==> src/rtl/add_one_incrementer.sv <==
// rtl/add_one_incrementer.sv - unsigned x+1 incrementer with combinational and registered outputs
module add_one_incrementer #(
    parameter int WIDTH = 9
) (
    input  logic             clk,
    input  logic             rst_n,
    input  logic [WIDTH-1:0] x,
    output logic [WIDTH-1:0] y,
    output logic             carry,
    input  logic             in_valid,
    input  logic             clear,
    output logic [WIDTH-1:0] y_q,
    output logic             out_valid,
    output logic             wrap_sticky
);

    // One extra bit so the wrap shows up as the top bit of the sum.
    logic [WIDTH:0] sum;

    // Zero-latency increment; the carry out is the wrap indication.
    always_comb begin
        sum = {1'b0, x} + (WIDTH+1)'(1);
    end

    assign y     = sum[WIDTH-1:0];
    assign carry = sum[WIDTH];

    // Registered copy of the result, only updated on a qualified operand.
    always_ff @(posedge clk or negedge rst_n) begin
        if (!rst_n) begin
            y_q <= '0;
        end else if (in_valid) begin
            y_q <= sum[WIDTH-1:0];
        end
    end

    // Valid follows in_valid by one cycle; no backpressure exists.
    always_ff @(posedge clk or negedge rst_n) begin
        if (!rst_n) begin
            out_valid <= 1'b0;
        end else begin
            out_valid <= in_valid;
        end
    end

    // Sticky wrap flag; clear wins over a wrap seen in the same cycle.
    always_ff @(posedge clk or negedge rst_n) begin
        if (!rst_n) begin
            wrap_sticky <= 1'b0;
        end else if (clear) begin
            wrap_sticky <= 1'b0;
        end else if (in_valid && carry) begin
            wrap_sticky <= 1'b1;
        end
    end

endmodule

==> config.mk <==
export PLATFORM = sky130hd
export DESIGN_NAME = add_one_incrementer
export DESIGN_NICKNAME = d
export VERILOG_FILES = /design/src/rtl/add_one_incrementer.sv
export SDC_FILE = /design/constraint.sdc
export NUM_CORES = 1
export LEC_CHECK = 0
export CAP_MARGIN = 25
export CELL_PAD_IN_SITES_DETAIL_PLACEMENT = 1
export CELL_PAD_IN_SITES_GLOBAL_PLACEMENT = 1
export CORE_MARGIN = 10
export CORE_UTILIZATION = 25
export CTS_CLUSTER_SIZE = 8
export DETAILED_ROUTE_END_ITERATION = 8
export PLACE_DENSITY = 0.87
export SETUP_SLACK_MARGIN = 0.05
export SLEW_MARGIN = 20
export SYNTH_ARGS = -nofsm -noshare
export SYNTH_HDL_FRONTEND = slang
export SYNTH_SLANG_ARGS = --single-unit
==> constraint.sdc <==
create_clock -name clk -period 1.65 [get_ports clk]
set_clock_uncertainty 0.2 [all_clocks]
set_input_delay 0.33 -clock clk [delete_from_list [all_inputs] [get_ports clk]]
set_output_delay 0.33 -clock clk [all_outputs]
set_load 0.02 [all_outputs]
==> qor.txt <==
Lkg Pwr - 0.565 nW
Syn Inst Count - 56
CP max FO - 3
# setup viols final - 5
layout cell share with drive strength beyond 1 - 0.564
Post-DRT Antenna Nets - 0
dpl cells - 132
WL/cell - 18.1 um
CTS Root Cell - clkbuf_4
CP max stage delay - 360 ps
final instance area - 1250 um^2
clock-pin slew on the worst setup and hold paths - 80 ps
DRT Pass-1 Iters - 2
max_cap viols - 0
First DRT Iteration DRCs - 6
FF+latch count, synth - 11
sequential area share after synthesis - 0.478
Required @ worst endpoint - 1120 ps
Mapped Nets - 70
I/O Pins - 34
Yosys top cell area share - 0.478
crit start category - input port
Avg Cell Area, Syn - 10.3 um^2
Num CTS Buffers - 3
final std cells w/o fill - 138
Max Slew Vio Count - 0
maximum vdd drop - 492 uV
largest area contributor in the netlist - dfrtp_1
CP max-delay cell - or3_4
vias in the first global route - 758
RSZ-0062 raised after global routing - yes
Yosys cell types - 20
DP HPWL - 1.79 mm
total negative setup slack - -314 ps
Ys Warns - 0
global route total overflow - 0
Fin Hold WS - 145 ps
Placer Congestion - 0.827
CTS tree - built
Skew-Pair Late Insertion Delay - 280 ps
Die W - 68.0 um
WP buf/inv - 2
Overall Power - 815 uW
CTS sink cnt - 11
Vias - 659
Mapped Area - 576 um^2
final net count - 125
area of the multi-input gates - 444 um^2
relative slew slack - 0.759
pwr dens - 654 nW/um^2
first-pass GRT wire length - 3.66 mm
reg2reg setup slack - 700 ps
pre-CTS setup slack - -1070 ps
gr usage total - 0.104
Inserted Diodes - 0
Fill cells - 250
critical path arrival - 1230 ps
status - complete, but fails checks
Clock Path Buffers - 2
placed cell area - 1070 um^2
violated checks - negative setup slack
initial antenna violation count - 0
crit end category - output pin
Residual DRC - 0
FMAX - 0.569 GHz
worst-path cell chain - buf_8 -> ha_4 -> nand4_1 -> or3_4 -> nand2_2 -> buf_6
Initial Util - 0.260
DRT Wirelength - 2.50 mm
row cnt - 17
IO Port Bufs - 33
Die Area - 4620 um^2
Period minus WS final - 1760 ps
H-tree levels - 1
measured slew at the worst slew-check pin - 357 ps
area grow syn2layout - 117%
worst min path class - in -> async
largest cells by area after synthesis - dfrtp_1, mux2_2, and3_1, nand2_1, nand3_2
Die H - 68.0 um
FF/Latch Area - 275 um^2
hold buffers post-CTS - 0
Core ar. - 2210 um^2
most common cell after layout, fill and taps aside - buf_4
Via density - 4.78
final design utilization - 0.564
Fin. Hold Viols - 0
Final Cycle Share - 1.07
most frequent cells in the layout - buf_4, dlygate4sd2_1, dfrtp_1
fin worst setup slack - -108 ps
largest net degree at the start of global routing - 12
CP top delay family - simple AND/OR/NAND/NOR gates
CP Class - in -> out
## kinds of logic (layout without fill, tap and decap cells)
kind of cell	count (synthesis)	in the layout	share of synthesized area
flops	11	11	0.478
simple gates	24	24	0.230
buf+inv	3	57	0.0217
xor+xnor	4	4	0.0609
compound gates	8	8	0.0891
fa+ha+maj	1	1	0.0217
mux	5	5	0.0978
## where the power goes
group	internal, mW	total, mW	switching (mW)
Clock	0.0941	0.197	0.103
Sequential	0.296	0.308	0.0124
Combinational	0.151	0.310	0.159
## cell usage after synthesis
cell      number
nor2b_1        1
buf_2          1
xnor2_1        2
ha_1           1
dfrtp_1       11
and3_1         4
and3_2         1
or3_1          3
nand2_1        6
nand3_2        2
o21ai_0        3
a41oi_1        1
nand3_1        1
o221ai_1       1
xor2_1         2
inv_1          2
mux2_2         5
a31oi_1        3
nand4_1        2
nor2_1         4
## sequential cells by signal, indices dropped and copies added, names as in the netlist
name,flops
out_valid,1
wrap_sticky,1
y_q,9
## final cells by class
class | instances | area share
Inverter | 2 | 0.00602
Timing Repair Buffer | 51 | 0.368
Clock buffer | 4 | 0.0211
Tap cell | 28 | 0.0281
Sequential cell | 11 | 0.221
Multi-Input combinational cell | 42 | 0.356
## worst paths after layout
check	start	to	cells after the start
worst max-delay path	x[1]	y[8]	6
worst min-delay path	rst_n	y_q[6]	2
max in group asynchronous	rst_n	y_q[7]	2
worst max register to register	y_q[1]	y_q[1]	1
worst min register to register	y_q[3]	y_q[3]	1
min in group clk	x[0]	y_q[0]	3
## layer usage
| metal | track usage | up-vias | part of all wire |
|---|---|---|---|
| met3 | 0.0310 | 5 | 0.066 |
| met2 | 0.197 | 20 | 0.57 |
| met4 | 0.0578 | 0 | 0.019 |
| li1 | - | 312 | - |
| met1 | 0.0973 | 322 | 0.34 |
| met5 | 0 | - | 0 |
## timing repair
item	CTS	global route
pin swaps	7	2
resized for setup	119	13
endpoints found under the setup margin	26	7
gates cloned	0	0
buffers inserted	1	2
Power figures use the tool's default switching activity.
==> patch 1 (same flow settings) <==
Set the parameter `WIDTH` to 18 (it was 9).
--- a/src/rtl/add_one_incrementer.sv
+++ b/src/rtl/add_one_incrementer.sv
@@ -1,5 +1,5 @@
 // rtl/add_one_incrementer.sv - unsigned x+1 incrementer with combinational and registered outputs
 module add_one_incrementer #(
-    parameter int WIDTH = 9
+    parameter int WIDTH = 18
 ) (
     input  logic             clk,
Ports: changed (resized x, y and y_q); port bits go from 34 to 61. The function was not compared with the original's and may differ.
==> patch 1 against the unedited design <==
The flow still finishes with violations (setup timing); final cell count grew 99%; routed wire length grew 150%; area after synthesis is 100% higher; combinational power rose by 99%; sequential cell count grew 9; via count up 100%; setup slack got worse by 0.28 ns; worst hold slack improved by 0.046 ns; maximum frequency decreased by 14%; total power up 95%; core utilization increased by 4.8 points; die area increased by 67%; cell area increased by 120%; first-iteration DRC count rose to 5.5 times the old value; critical path type unchanged.
==> patch 1: results <==
<?xml version="1.0" encoding="UTF-8"?>
<metrics>
  <group name="setup_path">
    <metric name="critPathArrivalTime" unit="ns">1.50</metric>
    <metric name="timing.rr.end" unit="">y_q[12]</metric>
    <metric name="timing.critical_path.fanout_max" unit="">6</metric>
  </group>
  <group name="pwr">
    <metric name="ir_worst_vdd" unit="mV">0.339</metric>
    <metric name="p_clk" unit="uW">405</metric>
    <metric name="seq-power" unit="uW">565</metric>
    <metric name="sequential_power_share" unit="%">35.6</metric>
    <metric name="power.share.switching" unit="%">33.8</metric>
  </group>
  <group name="sta">
    <metric name="fin_worst_hold_slack" unit="ns">0.191</metric>
    <metric name="timing.final.ws_setup" unit="ns">-0.384</metric>
    <metric name="timing.final.setup_violations" unit="">17</metric>
  </group>
  <group name="logic_synthesis">
    <metric name="synth_compound_area_share" unit="%">1.85</metric>
    <metric name="synthesized_instance_count" unit="">104</metric>
    <metric name="syn_nets" unit="">127</metric>
    <metric name="synth_adder_area_share" unit="%">1.09</metric>
    <metric name="synth-xor-area-share" unit="%">12.2</metric>
    <metric name="yosysSeqAreaShare" unit="%">43.5</metric>
    <metric name="post_synth_num_cell_types" unit="">23</metric>
    <metric name="synth.top_cells.by_area" unit="">sky130_fd_sc_hd__dfrtp_1 (43%), sky130_fd_sc_hd__mux2_2 (13%), sky130_fd_sc_hd__xor2_1 (8.4%)</metric>
    <metric name="ys_top_cells_by_count" unit="">sky130_fd_sc_hd__dfrtp_1 (20), sky130_fd_sc_hd__mux2_2 (13), sky130_fd_sc_hd__nor2_1 (13)</metric>
  </group>
  <group name="finish">
    <metric name="reg.largest.list" unit="">y_q x18, out_valid x1, wrap_sticky x1</metric>
    <metric name="filler_cell_count" unit="">457</metric>
    <metric name="final_layout_size_suffix_gt1_share" unit="%">67.3</metric>
  </group>
  <group name="detailed_routing">
    <metric name="drt-wirelength-per-cell" unit="um">22.4</metric>
    <metric name="detail_route.first_pass.iterations" unit="">4</metric>
    <metric name="post_detailed_routing_wire_length" unit="mm">6.16</metric>
  </group>
  <group name="outcome">
    <metric name="failed_checks" unit="">setup timing</metric>
    <metric name="status" unit="">complete, but fails checks</metric>
  </group>
  <group name="grt">
    <metric name="grt_usage" unit="%">14.6</metric>
    <metric name="grt_max_degree" unit="">21</metric>
  </group>
  <group name="placed_design">
    <metric name="detailedPlacementHpwl" unit="mm">3.84</metric>
    <metric name="pre_cts_slack" unit="ns">-1.32</metric>
    <metric name="port_buffers" unit="">60</metric>
  </group>
  <group name="clock_tree">
    <metric name="cell_at_the_root_of_the_clock_tree" unit="">sky130_fd_sc_hd__clkbuf_8</metric>
  </group>
</metrics>
[patch 1: logic make-up after synthesis]
logic type	after synthesis
AO/OA/AOI/OAI	3
flip-flops	20
XOR/XNOR	16
AND/OR/NAND/NOR	42
multiplexers	14
buffers and inverters	8
adder cells (fa/ha/maj)	1
[patch 1: repair_timing]
action,CTS,global route
gates resized for setup,226,19
buffers inserted,15,11
pin swaps,27,17
setup endpoints to repair,56,24
[patch 1: critical path: cells and delay by family]
kind | cells | cell delay (ns)
XOR/XNOR | 1 | 0.18
buffers and inverters | 2 | 0.26
adder cells (fa/ha/maj) | 1 | 0.15
AND/OR/NAND/NOR | 2 | 0.58
[patch 1: cell type report]
class | count | area, sq um | share of cell area (%)
repair buffers | 117 | 1080 | 39.9
multi-input cells | 76 | 980 | 36.3
flip-flops and latches | 20 | 500 | 18.5
well taps | 52 | 65.1 | 2.41
clock buffers | 4 | 55.1 | 2.04
inverters | 6 | 22.5 | 0.834
[patch 1: metal layers]
layer / up-vias / wire length, um / track usage [%]
met2: 46 / 3360 / 28.7
met3: 16 / 375 / 4.27
met1: 672 / 2200 / 14.3
met5: - / 0 / 0
li1: 588 / - / -
met4: 0 / 228 / 3.91
[patch 1: worst max path at each step]
| stage | to | slack [ns] | depth (start not counted) |
|---|---|---|---|
| 2_1_floorplan | y[14] | -0.12 | 4 |
| 3_5_place_dp | y[14] | -1.32 | 6 |
| 3_3_place_gp | y[8] | -1.25 | 7 |
| 4_1_cts | y[15] | -0.34 | 7 |
| 5_1_grt | y[16] | -0.42 | 6 |
| 6_report | y[16] | -0.38 | 6 |
==> patch 2 (config.mk and constraints unchanged) <==
Made on the original files. Remove the register `out_valid`: a continuous assignment takes its place, so the output `out_valid` follows one clock earlier.
--- a/src/rtl/add_one_incrementer.sv
+++ b/src/rtl/add_one_incrementer.sv
@@ -36,11 +36,5 @@
 
     // Valid follows in_valid by one cycle; no backpressure exists.
-    always_ff @(posedge clk or negedge rst_n) begin
-        if (!rst_n) begin
-            out_valid <= 1'b0;
-        end else begin
-            out_valid <= in_valid;
-        end
-    end
+    assign out_valid = in_valid;
 
     // Sticky wrap flag; clear wins over a wrap seen in the same cycle.
Function: changed (a bounded check fails within 4 cycles, from zero or initial values and one cycle with rst_n low).
==> patch 2 against the unedited design <==
The run still ends with setup timing left; critical path depth is the same; cell area shrank 3.3%; sequential cell count shrank 1; first-iteration DRC count grew 17%; register-to-register slack is essentially flat; routed wire length shrank 11%; synthesized cell count is the same; area after synthesis shrank 3.0%; combinational power shrank 4%; total power shrank 7.6%; setup slack gained 0.0036 ns; critical path type unchanged; largest power group unchanged.
==> patch 2: results <==
<?xml version="1.0" encoding="UTF-8"?>
<metrics>
  <group name="detailed_routing">
    <metric name="num_vias" unit="">636</metric>
    <metric name="drt-wirelength-per-cell" unit="um">16.4</metric>
    <metric name="post_detailed_routing_wire_length" unit="mm">2.22</metric>
  </group>
  <group name="logic_synthesis">
    <metric name="syn_nets" unit="">70</metric>
    <metric name="ys_top_cells_by_count" unit="">sky130_fd_sc_hd__dfrtp_1 (10), sky130_fd_sc_hd__nand2_1 (6), sky130_fd_sc_hd__mux2_2 (5)</metric>
    <metric name="post_synth_num_cell_types" unit="">21</metric>
    <metric name="ys_async_sr_fraction" unit="%">100</metric>
    <metric name="synth.top_cells.by_area" unit="">sky130_fd_sc_hd__dfrtp_1 (45%), sky130_fd_sc_hd__mux2_2 (10%), sky130_fd_sc_hd__and3_1 (4.5%)</metric>
  </group>
  <group name="finish">
    <metric name="final_layout_size_suffix_gt1_share" unit="%">57.9</metric>
    <metric name="finish.net_count" unit="">123</metric>
    <metric name="reg.largest.list" unit="">y_q x9, wrap_sticky x1</metric>
    <metric name="antenna_cells" unit="">0</metric>
    <metric name="filler_cell_count" unit="">245</metric>
  </group>
  <group name="clock_tree">
    <metric name="cell_at_the_root_of_the_clock_tree" unit="">sky130_fd_sc_hd__clkbuf_4</metric>
    <metric name="clk_latency" unit="ns">0.27</metric>
  </group>
  <group name="grt">
    <metric name="first_pass_grt_wire_length" unit="mm">3.49</metric>
    <metric name="grt_usage" unit="%">9.90</metric>
    <metric name="grt_util_met2" unit="%">17.4</metric>
    <metric name="use_met3" unit="%">3.47</metric>
    <metric name="grt_max_degree" unit="">16</metric>
    <metric name="first_global_vias" unit="">713</metric>
    <metric name="use_met1" unit="%">10.4</metric>
  </group>
  <group name="setup_path">
    <metric name="regToRegStartpoint" unit="">y_q[3]</metric>
    <metric name="timing.rr.end" unit="">y_q[3]</metric>
    <metric name="setup.reg_to_reg.worst_slack" unit="ns">0.70</metric>
  </group>
  <group name="placed_design">
    <metric name="port_buffers" unit="">33</metric>
    <metric name="gpl.final_weighted_congestion" unit="">0.832</metric>
    <metric name="pre_cts_slack" unit="ns">-1.12</metric>
    <metric name="detailedPlacementHpwl" unit="mm">1.67</metric>
    <metric name="placedCellCount" unit="">129</metric>
  </group>
  <group name="outcome">
    <metric name="failed_checks" unit="">setup timing</metric>
    <metric name="status" unit="">complete, but fails checks</metric>
  </group>
  <group name="pwr">
    <metric name="p_leak" unit="uW">0.000546</metric>
    <metric name="ir_worst_vdd" unit="mV">0.581</metric>
  </group>
  <group name="sta">
    <metric name="timing.final.setup_violations" unit="">6</metric>
    <metric name="timing.final.ws_setup" unit="ns">-0.104</metric>
    <metric name="tightest_slew" unit="ns">0.511</metric>
  </group>
</metrics>
## patch 2: how the worst max path moves through the flow
stage | start | end | slack (ns) | cells past startpoint
after floorplan | x[0] | y[8] | 0.05 | 4
after global placement | x[0] | y[8] | -1.04 | 6
after detailed placement | x[0] | y[8] | -1.12 | 6
after CTS | x[1] | y[8] | -0.13 | 6
after global routing | x[1] | y[6] | -0.15 | 6
final | x[1] | y[8] | -0.10 | 6
## patch 2: through the flow
stage | cell area (sq um) | setup TNS (ns) | utilization (%) | total power (uW) | hold WS [ns]
2_1_floorplan | 571 | 0 | - | 399 | -0.166
3_3_place_gp | 1030 | -10.78 | 47.4 | 561 | 0.293
3_5_place_dp | 1030 | -11.88 | 47.4 | 569 | 0.299
4_1_cts | 1110 | -0.492 | 51.3 | 739 | 0.179
5_1_grt | 1210 | -0.645 | 55.6 | 797 | 0.218
6_report | 1210 | -0.362 | 55.6 | 754 | 0.197
## patch 2: report_power, final
| part | switching, uW | internal, uW | total, uW |
|---|---|---|---|
| Clock | 88.9 | 84.4 | 173 |
| Combinational | 150 | 147 | 298 |
| Sequential | 12.2 | 270 | 283 |
| Total | 252 | 502 | 754 |
## patch 2: worst max-delay path, stage by stage
cell	delay, ns
sky130_fd_sc_hd__buf_8	0.08
sky130_fd_sc_hd__ha_4	0.14
sky130_fd_sc_hd__nand4_1	0.12
sky130_fd_sc_hd__or3_4	0.36
sky130_fd_sc_hd__nand2_2	0.08
sky130_fd_sc_hd__buf_6	0.11
## patch 2: cell families (layout without fill, tap and decap cells)
| group | after synthesis | count (layout) | share of synthesized area, % |
|---|---|---|---|
| AOI/OAI and AO/OA | 8 | 8 | 9.19 |
| xor gates and xnor gates | 4 | 4 | 6.28 |
| adders and majority gates | 1 | 1 | 2.24 |
| buffers and inverters | 4 | 55 | 3.59 |
| DFF | 10 | 10 | 44.8 |
| muxes | 5 | 5 | 10.1 |
| and+or+nand+nor | 24 | 24 | 23.8 |
## patch 2: what timing repair did
| action | in CTS | in global routing |
|---|---|---|
| endpoints found under the hold margin | 0 | 0 |
| pin swaps | 10 | 9 |
| hold buffers | 0 | 0 |
| setup endpoints to repair | 28 | 8 |
| setup buffers | 2 | 2 |
| gates resized for setup | 118 | 21 |
## patch 2: layout make-up
class                      instances  share of cell area (%)
timing repair buffer              50                    38.4
inverter                           2                   0.622
multi-input combinational         42                    35.5
sequential                        10                    20.7
clock buffer                       3                    1.87
tap                               28                    2.90
## patch 2: metal layers
layer  share of wire, %  vias up
li1                   -      305
met1                 37      306
met2                 53       21
met3                8.2        4
met4                1.7        0
met5                  0        -
